### src/rtl/tournament_predictor.sv
// Tournament branch direction predictor: a bimodal table and a gshare table,
// with a per-PC chooser selecting between them. Global history (GHR) shifts
// speculatively on each prediction and rolls back on a resolved mispredict.
// Optional macro TOURNAMENT_PREDICTOR_STATS_EN enables branch/mispredict
// counters; without it both stat outputs are constant zero.
module tournament_predictor #(
  parameter int IDX_WIDTH = 6,
  parameter int GHR_WIDTH = 8,
  parameter int CNT_WIDTH = 2,
  parameter int SEL_WIDTH = 2
) (
  input  logic                 clk,
  input  logic                 rst,
  input  logic                 stall,
  input  logic                 pred_valid,
  input  logic [31:0]          pred_pc,
  output logic                 pred_taken,
  output logic [GHR_WIDTH-1:0] pred_ghr,
  output logic                 pred_bim,
  output logic                 pred_gsh,
  input  logic                 upd_valid,
  input  logic [31:0]          upd_pc,
  input  logic [GHR_WIDTH-1:0] upd_ghr,
  input  logic                 upd_taken,
  input  logic                 upd_bim,
  input  logic                 upd_gsh,
  input  logic                 upd_mispredict,
  output logic [31:0]          stat_branches,
  output logic [31:0]          stat_mispredicts
);

  localparam int ENTRIES = 1 << IDX_WIDTH;
  // Weakly not-taken / weakly bimodal: MSB clear, all lower bits set.
  localparam logic [CNT_WIDTH-1:0] CNT_INIT = {1'b0, {(CNT_WIDTH-1){1'b1}}};
  localparam logic [SEL_WIDTH-1:0] SEL_INIT = {1'b0, {(SEL_WIDTH-1){1'b1}}};

  logic [CNT_WIDTH-1:0] bim_tbl [ENTRIES];
  logic [CNT_WIDTH-1:0] gsh_tbl [ENTRIES];
  logic [SEL_WIDTH-1:0] sel_tbl [ENTRIES];
  logic [GHR_WIDTH-1:0] ghr_q;

  logic [IDX_WIDTH-1:0] pred_bidx, pred_gidx, upd_bidx, upd_gidx;

  // PC bits outside the index field and the history MSB shifted out on update.
  logic unused_bits;
  assign unused_bits = ^{pred_pc[31:IDX_WIDTH+2], pred_pc[1:0],
                         upd_pc[31:IDX_WIDTH+2], upd_pc[1:0], upd_ghr[GHR_WIDTH-1]};

  function automatic logic [CNT_WIDTH-1:0] cnt_step(input logic [CNT_WIDTH-1:0] c,
                                                    input logic up);
    if (up) return (&c) ? c : c + 1'b1;
    else    return (|c) ? c - 1'b1 : c;
  endfunction

  function automatic logic [SEL_WIDTH-1:0] sel_step(input logic [SEL_WIDTH-1:0] c,
                                                    input logic up);
    if (up) return (&c) ? c : c + 1'b1;
    else    return (|c) ? c - 1'b1 : c;
  endfunction

  assign pred_bidx = pred_pc[IDX_WIDTH+1:2];
  assign pred_gidx = pred_pc[IDX_WIDTH+1:2] ^ ghr_q[IDX_WIDTH-1:0];
  assign upd_bidx  = upd_pc[IDX_WIDTH+1:2];
  assign upd_gidx  = upd_pc[IDX_WIDTH+1:2] ^ upd_ghr[IDX_WIDTH-1:0];

  // Zero-latency prediction from the current tables and history.
  always_comb begin
    pred_bim   = bim_tbl[pred_bidx][CNT_WIDTH-1];
    pred_gsh   = gsh_tbl[pred_gidx][CNT_WIDTH-1];
    pred_taken = sel_tbl[pred_bidx][SEL_WIDTH-1] ? pred_gsh : pred_bim;
    pred_ghr   = ghr_q;
  end

  // Global history: mispredict rollback has priority over speculative shift.
  always_ff @(posedge clk) begin
    if (rst)
      ghr_q <= '0;
    else if (upd_valid && upd_mispredict)
      ghr_q <= {upd_ghr[GHR_WIDTH-2:0], upd_taken};
    else if (pred_valid && !stall)
      ghr_q <= {ghr_q[GHR_WIDTH-2:0], pred_taken};
  end

  // Counter tables train on every resolved branch, independent of stall.
  always_ff @(posedge clk) begin
    if (rst) begin
      for (int i = 0; i < ENTRIES; i++) begin
        bim_tbl[i] <= CNT_INIT;
        gsh_tbl[i] <= CNT_INIT;
        sel_tbl[i] <= SEL_INIT;
      end
    end else if (upd_valid) begin
      bim_tbl[upd_bidx] <= cnt_step(bim_tbl[upd_bidx], upd_taken);
      gsh_tbl[upd_gidx] <= cnt_step(gsh_tbl[upd_gidx], upd_taken);
      // Chooser only learns when the components disagreed.
      if (upd_bim != upd_gsh)
        sel_tbl[upd_bidx] <= sel_step(sel_tbl[upd_bidx], upd_gsh == upd_taken);
    end
  end

`ifdef TOURNAMENT_PREDICTOR_STATS_EN
  logic [31:0] stat_branches_q, stat_mispredicts_q;

  // Saturating performance counters.
  always_ff @(posedge clk) begin
    if (rst) begin
      stat_branches_q    <= '0;
      stat_mispredicts_q <= '0;
    end else if (upd_valid) begin
      if (~&stat_branches_q)
        stat_branches_q <= stat_branches_q + 32'd1;
      if (upd_mispredict && ~&stat_mispredicts_q)
        stat_mispredicts_q <= stat_mispredicts_q + 32'd1;
    end
  end

  assign stat_branches    = stat_branches_q;
  assign stat_mispredicts = stat_mispredicts_q;
`else
  assign stat_branches    = '0;
  assign stat_mispredicts = '0;
`endif

endmodule

### config.mk
export PLATFORM = sky130hd
export DESIGN_NAME = tournament_predictor
export DESIGN_NICKNAME = d
export VERILOG_FILES = /design/src/rtl/tournament_predictor.sv
export SDC_FILE = /design/constraint.sdc
export NUM_CORES = 1
export LEC_CHECK = 0
export BUFFER_PORTS_ARGS = -buffer_cell sky130_fd_sc_hd__buf_2
export CAP_MARGIN = 20
export CORE_AREA = 8 8 220 222
export CTS_CLUSTER_SIZE = 10
export DETAILED_ROUTE_END_ITERATION = 6
export DIE_AREA = 0 0 228 230
export GPL_TIMING_DRIVEN = 0
export PLACE_DENSITY_LB_ADDON = 0.25
export SLEW_MARGIN = 40
export SYNTH_ARGS = -nofsm -noshare
export SYNTH_HDL_FRONTEND = slang
export SYNTH_SLANG_ARGS = --single-unit
export TNS_END_PERCENT = 50
### constraint.sdc
create_clock -name clk -period 5.62 [get_ports clk]
set_clock_uncertainty 0.2 [all_clocks]
set_input_delay 1.686 -clock clk [delete_from_list [all_inputs] [get_ports clk]]
set_output_delay 1.686 -clock clk [all_outputs]
set_load 0.02 [all_outputs]
==> results of run 1 <==
[per-layer routing]
layer	part of all wire [%]	vias to the layer above	global-route usage (%)
met1	33	8889	38.1
met2	46	1449	52.8
met5	0.044	-	0
met3	12	409	8.05
li1	-	7543	-
met4	8.3	6	23.0
[area by class of cell]
cell class	count	area, sq um
Timing Repair Buffer	49	368
Tap cell	600	751
Clock inverter	6	82.6
Antenna cell	2	5.00
Fill cell	3892	19700
Clock buffer	61	1250
Multi-Input combinational cell	1432	9590
Buffer	240	1460
Inverter	5	18.8
Sequential cell	392	11700
[power by group through the flow]
stage	registers, W	clock network (W)	logic [W]
floorplan	0.00336	0	0.000884
global placement	0.00338	0	0.00138
detailed placement	0.00338	0	0.00140
CTS	0.00332	0.00282	0.00146
global route	0.00333	0.00293	0.00155
finish	0.00333	0.00285	0.00152
[worst max-delay path, delay by kind of cell]
family	cells	cell delay, ps
multiplexers	2	1070
AO/OA/AOI/OAI	2	490
buffers and inverters	3	410
AND/OR/NAND/NOR	3	320
[worst paths after layout]
kind | from | depth (start not counted) | end | slack (ps)
setup / recovery | pred_pc[2] | 10 | pred_taken | -260
hold / removal | pred_ghr[6]$_SDFFE_PP0P_ | 2 | pred_ghr[6]$_SDFFE_PP0P_ | 300
setup reg to reg | sel_tbl[8][1]$_SDFFCE_PN0P_ | 8 | sel_tbl[22][0]$_SDFFCE_PN1P_ | 1880
hold reg to reg | pred_ghr[6]$_SDFFE_PP0P_ | 2 | pred_ghr[6]$_SDFFE_PP0P_ | 300
[flip-flops by register name, indices dropped and copies added, names as in the netlist]
| signal | cells |
|---|---|
| bim_tbl | 128 |
| gsh_tbl | 128 |
| sel_tbl | 128 |
| pred_ghr | 8 |
[placed cells by master (no fill, tap or decap), types with 48 or more instances in the layout]
| master | count |
|---|---|
| edfxtp_1 | 384 |
| nand2_1 | 265 |
| nor2_1 | 239 |
| nand2b_1 | 129 |
| nand3_1 | 106 |
| buf_4 | 85 |
| clkbuf_1 | 80 |
| mux4_2 | 78 |
| buf_2 | 74 |
| nor3_1 | 72 |
| or2_2 | 67 |
| conb_1 | 64 |
| clkbuf_16 | 48 |
[what timing repair did]
action / 4_1_cts / 5_1_grt
cloned: 1 / 0
resized for setup: 44 / 12
pin swaps: 7 / 4
setup endpoints to repair: 102 / 193
endpoints found under the hold margin: 0 / 0
buffers inserted: 10 / 3
[kinds of logic (layout without fill, tap and decap cells)]
kind of cell,Yosys count,count (layout),synth area share (%)
simple gates,992,992,22.0
flops,392,392,52.8
buf+inv,248,361,5.93
compound gates,194,194,6.41
mux,152,152,11.5
xor+xnor,24,24,1.10
fa+ha+maj,6,6,0.277
other cells,1,66,0.0169
[through the flow]
stage	instances	power, W	hold WS, ps
finish	2787	0.00770	297
global route	2785	0.00781	317
CTS	2784	0.00760	295
detailed placement	2707	0.00478	288
global placement	2702	0.00476	273
floorplan	2072	0.00424	356
==> summary.txt, run 1 <==
Routing
  – WL/cell: 31.8 um
  – Starting DRC count in detailed routing: 2669
  – Final ANT Viol Nets: 0
  – Drt pass-1 iters: 6
  – Via count: 18300
  – DRC: 0
  – Vias per Instance: 6.56
  – Final WL: 88600 um

STA
  – Highest clock rate: 170 MHz
  – Setup_tns: -703 ps
  – Fin crit period: 5880 ps
  – Headroom to the max-slew limit: 36.7%
  – Fin. Hold Viols: 0
  – Final setup viols: 5
  – Worst Tran Pin Value: 949 ps
  – Final worst setup slack: -258 ps
  – Max Slew Vio Count: 0
  – Fin crit share: 105%
  – Unrepaired setup endpoints after global routing: yes

Yosys
  – Synth top area share: 52.0%
  – Cells taking the most area after synthesis: edfxtp_1, mux4_2, nand2_1
  – Most common cell in the netlist: edfxtp_1
  – Cells after Synth: 2009
  – Syn avg cell area: 11.0 sq um
  – Top FF cell, synth: edfxtp_1
  – Ys Warns: 0
  – Post-synth top area cell: edfxtp_1
  – Synthesized flop and latch total: 392
  – Sequential-to-total area share from yosys stat: 52.8%
  – Cell area after synthesis: 22200 sq um
  – Netlist cell types: 67
  – Most instantiated cells after synthesis: edfxtp_1, nand2_1, nor2_1, nand2b_1, nand3_1
  – EDFF count, synth: 384
  – Synth async-reset ratio: 0%

Power
  – Pleak: 8.30 nW
  – Sw power: 0.00234 W
  – Clock power share: 37.1%
  – Internal: 0.00536 W
  – Switching fraction of total power: 30.4%
  – Logic pwr share: 19.8%
  – Power share of the sequential group: 43.2%
  – PD cells: 306 nW/um^2
  – Peak VDD IR: 0.228 mV

Die
  – I/O Pins: 156
  – Overall die area: 52400 sq um
  – Die width: 228 um
  – Initial Util: 49.4%
  – # rows: 78
  – Core Box Area: 44900 sq um
  – Die Span Y: 230 um

Clocking
  – Later-pin clock latency in the skew report: 630 ps
  – Reg clk slew, reported paths: 60 ps
  – Htree depth: 2
  – Post-CTS Hold Fix Bufs: 0
  – Clock root buffer: clkbuf_16
  – CTS sink cnt: 392
  – CTS tree: done
  – Longest Clk Path Bufs: 3
  – Num CTS Buffers: 47

Setup path
  – Setup crit start kind: input port
  – Critical Path RT: 3730 ps
  – Max Fanout on Critical Path: 7
  – Slowest stage cell, crit path: mux4_2
  – Crit. End Element: primary output
  – Most common cell on crit path: mux4_2
  – Crit-path max cell delay: 550 ps
  – Worst-path cell chain: buf_16 > buf_12 > mux4_2 > mux4_2 > nand3_2 > nand2_1 > a221o_2 > nand2b_4 > o21a_4 > buf_6
  – Worst Path Arrival: 3990 ps
  – Crit Path Class: in2out

Place
  – GPL Wtd Cong: 1.03
  – Place WS: -1000 ps
  – Input/output buffers: 30
  – Post-Place Cell Area: 23500 sq um
  – Hpwl dp: 64200 um

Finish
  – Synth-to-Final Area Change: 13.8%
  – Nets: 2248
  – Final Cell Area: 25200 sq um
  – Layout cells sized above 1: 24.3%
  – Final Util: 56.2%

GRT
  – Tot GR Track Use: 32.7%
  – Vias in the first global route: 17800
  – Initial antenna violation count: 5
  – First-pass GRT wire length: 124000 um
  – Total grt overflow: 0
  – Pin count of the biggest net entering global routing: 20

Worst hold path
  – Worst min-delay path category: reg2reg

Status
  – Outcome: finished with violations
  – Failing checks: negative setup slack

Job
  – Max-cap violation count: 0
(Power assumes the default switching activity.)
==> run 2, diff against run 1 <==
Settings changed: REMOVE_ABC_BUFFERS set to 1.
==> run 2 against run 1 <==
Compared with the run above: the flow finishes with violations (design-rule violations, negative setup slack); first-iteration DRC count down 9.0%; sequential share of layout area up 1.1 points; global-route usage down 8.3 points; highest routed layer is now met4; flip-flop and latch count unchanged; clock power down 5%; largest cell class unchanged; non-clock buffer count down 186; critical endpoint unchanged; hold slack worse by 12 ps.
==> summary.txt, run 2 (synthesized netlist as in run 1, its figures left out) <==
GRT
  – Total grt overflow: 0 (unchanged)
  – Vias in the first global route: 16200 (was 17800)
  – Tot GR Track Use: 24.4% (was 32.7%)
  – Pin count of the biggest net entering global routing: 92 (was 20)
  – Initial antenna violation count: 0 (was 5)
  – First-pass GRT wire length: 99500 um (was 124000 um)

Clocking
  – Later-pin clock latency in the skew report: 580 ps (was 630 ps)
  – CTS tree: done (unchanged)
  – Post-CTS Hold Fix Bufs: 0 (unchanged)
  – CTS sink cnt: 392 (unchanged)
  – Clock root buffer: clkbuf_16 (unchanged)
  – Reg clk slew, reported paths: 50 ps (was 60 ps)
  – Htree depth: 2 (unchanged)
  – Num CTS Buffers: 46 (was 47)
  – Longest Clk Path Bufs: 3 (unchanged)

Place
  – Input/output buffers: 38 (was 30)
  – GPL Wtd Cong: 0.907 (was 1.03)
  – Place WS: -1020 ps (was -1000 ps)
  – Hpwl dp: 43300 um (was 64200 um)
  – Post-Place Cell Area: 22900 sq um (was 23500 sq um)

Die
  – Initial Util: 49.4% (unchanged)
  – I/O Pins: 156 (unchanged)
  – Core Box Area: 44900 sq um (unchanged)
  – Die Span Y: 230 um (unchanged)
  – # rows: 78 (unchanged)
  – Die width: 228 um (unchanged)
  – Overall die area: 52400 sq um (unchanged)

Finish
  – Fillers: 3748 (was 3892)
  – Most frequent cells in the layout: edfxtp_1, nand2_1, nor2_1 (unchanged)
  – Largest regs: bim_tbl x128, gsh_tbl x128, sel_tbl x128 (unchanged)
  – Synth-to-Final Area Change: 11.1% (was 13.8%)
  – Layout cells sized above 1: 21.7% (was 24.3%)
  – Final Cell Area: 24600 sq um (was 25200 sq um)
  – Most common cell after layout, fill and taps aside: edfxtp_1 (unchanged)
  – N_diodes: 0 (was 2)
  – Nets: 2061 (was 2248)

Setup path
  – Worst setup endpoint: pred_taken (unchanged)
  – Worst Path Arrival: 3930 ps (was 3990 ps)
  – Crit Path Class: in2out (unchanged)
  – Setup crit start kind: input port (unchanged)
  – Crit path from: pred_pc[2] (unchanged)
  – RR Startpoint: gsh_tbl[9][1]$_SDFFCE_PN0P_ (was sel_tbl[8][1]$_SDFFCE_PN0P_)
  – Max Fanout on Critical Path: 8 (was 7)
  – Worst r2r dst: gsh_tbl[3][0]$_SDFFCE_PN1P_ (was sel_tbl[22][0]$_SDFFCE_PN1P_)
  – Crit. End Element: primary output (unchanged)
  – Reg2reg setup slack: 1900 ps (was 1880 ps)
  – Reg2Reg Depth: 9 (was 8)
  – Critical Path RT: 3730 ps (about the same)

Power
  – Peak VDD IR: 0.210 mV (was 0.228 mV)
  – Pleak: 7.82 nW (was 8.30 nW)
  – PD cells: 300 nW/um^2 (was 306 nW/um^2)

STA
  – Final hold slack: 285 ps (was 297 ps)
  – Max Slew Vio Count: 0 (unchanged)
  – Headroom to the max-slew limit: 38.6% (was 36.7%)
  – Worst Tran Pin Value: 919 ps (was 949 ps)
  – Fin crit period: 5810 ps (was 5880 ps)
  – Fin crit share: 103% (was 105%)
  – Unrepaired setup endpoints after global routing: yes (unchanged)
  – Final setup viols: 3 (was 5)
  – Fin. Hold Viols: 0 (unchanged)
  – Highest clock rate: 172 MHz (was 170 MHz)
  – Final worst setup slack: -191 ps (was -258 ps)

Routing
  – Final WL: 65900 um (was 88600 um)
  – Drt pass-1 iters: 7 (was 6)
  – DRC: 2 (was 0)
  – WL/cell: 25.3 um (was 31.8 um)
  – Vias per Instance: 6.38 (was 6.56)
  – Final ANT Viol Nets: 0 (unchanged)
  – Starting DRC count in detailed routing: 2429 (was 2669)
  – Via count: 16600 (was 18300)

Worst hold path
  – Worst min-delay path category: reg2reg (unchanged)

Status
  – Failing checks: design-rule violations, negative setup slack (was negative setup slack)
  – Outcome: finished with violations (unchanged)

Job
  – Max-cap violation count: 0 (unchanged)
-- run 2: cell count changes in the layout (fill, tap and decap cells not counted), moves of 6 or more --
cell / previous run / this run
buf_12: 4 / 11
buf_2: 74 / 33
buf_4: 85 / 30
buf_8: 1 / 13
clkbuf_1: 80 / 17
clkbuf_2: 27 / 0
maj3_4: 0 / 6
nor2_1: 239 / 232
nor2_4: 0 / 8
-- run 2: through the flow --
step	instances	utilization [%]	setup TNS, ps	power, W
floorplan	1829	-	-116740	0.00405
global placement	2467	49.1	-1839110	0.00448
detailed placement	2510	51.1	-47640	0.00462
CTS	2598	54.7	-229	0.00737
global route	2603	54.8	-487	0.00757
finish	2603	54.8	-477	0.00739
-- run 2: final cells by class --
class                           instances  area [sq um]  share of cell area, %
Sequential cell                       392         11700                   47.5
Multi-Input combinational cell       1432          9740                   39.6
Clock buffer                           67          1280                   5.21
Timing Repair Buffer                  103          1110                   4.51
Tap cell                              600           751                   3.05
Clock inverter                          4          21.3                 0.0864
Inverter                                5          18.8                 0.0763
-- run 2: how the worst min path moves through the flow --
stage                                        start  cells after the start  slack, ps                  endpoint
after floorplan           pred_ghr[7]$_SDFFE_PP0P_                      2        350  pred_ghr[7]$_SDFFE_PP0P_
after CTS                 pred_ghr[7]$_SDFFE_PP0P_                      2        290  pred_ghr[7]$_SDFFE_PP0P_
after global placement    pred_ghr[7]$_SDFFE_PP0P_                      2        270  pred_ghr[7]$_SDFFE_PP0P_
after global routing      pred_ghr[7]$_SDFFE_PP0P_                      2        310  pred_ghr[7]$_SDFFE_PP0P_
final                     pred_ghr[7]$_SDFFE_PP0P_                      2        290  pred_ghr[7]$_SDFFE_PP0P_
after detailed placement  pred_ghr[7]$_SDFFE_PP0P_                      2        280  pred_ghr[7]$_SDFFE_PP0P_
-- run 2: critical path, stage by stage --
cell and delay, ps:
buf_16 140, xor2_4 260, buf_12 180, mux4_2 540, o211ai_1 240, nand3_1 120
o32a_1 400, o21a_1 220, buf_6 130
-- run 2: repair_timing --
item | 4_1_cts | 5_1_grt
setup buffers | 14 | 5
pin swaps | 6 | 1
setup endpoints to repair | 29 | 29
cloned | 3 | 0
gates resized for setup | 22 | 2
-- run 2: report_power, final --
group	total [W]	switching, W	internal, W	leakage [nW]
clock	0.00272	0.00116	0.00156	0.632
combinational	0.00135	0.000905	0.000444	3.72
sequential	0.00332	0.0000469	0.00327	3.47
-- run 2: per-layer routing --
metal | wire length (um) | global-route usage, % | up-vias
li1 | - | - | 7159
met1 | 25700 | 33.6 | 8127
met2 | 29800 | 37.2 | 1128
met3 | 8180 | 6.45 | 184
met4 | 2190 | 8.10 | 0
met5 | 0 | 0 | -
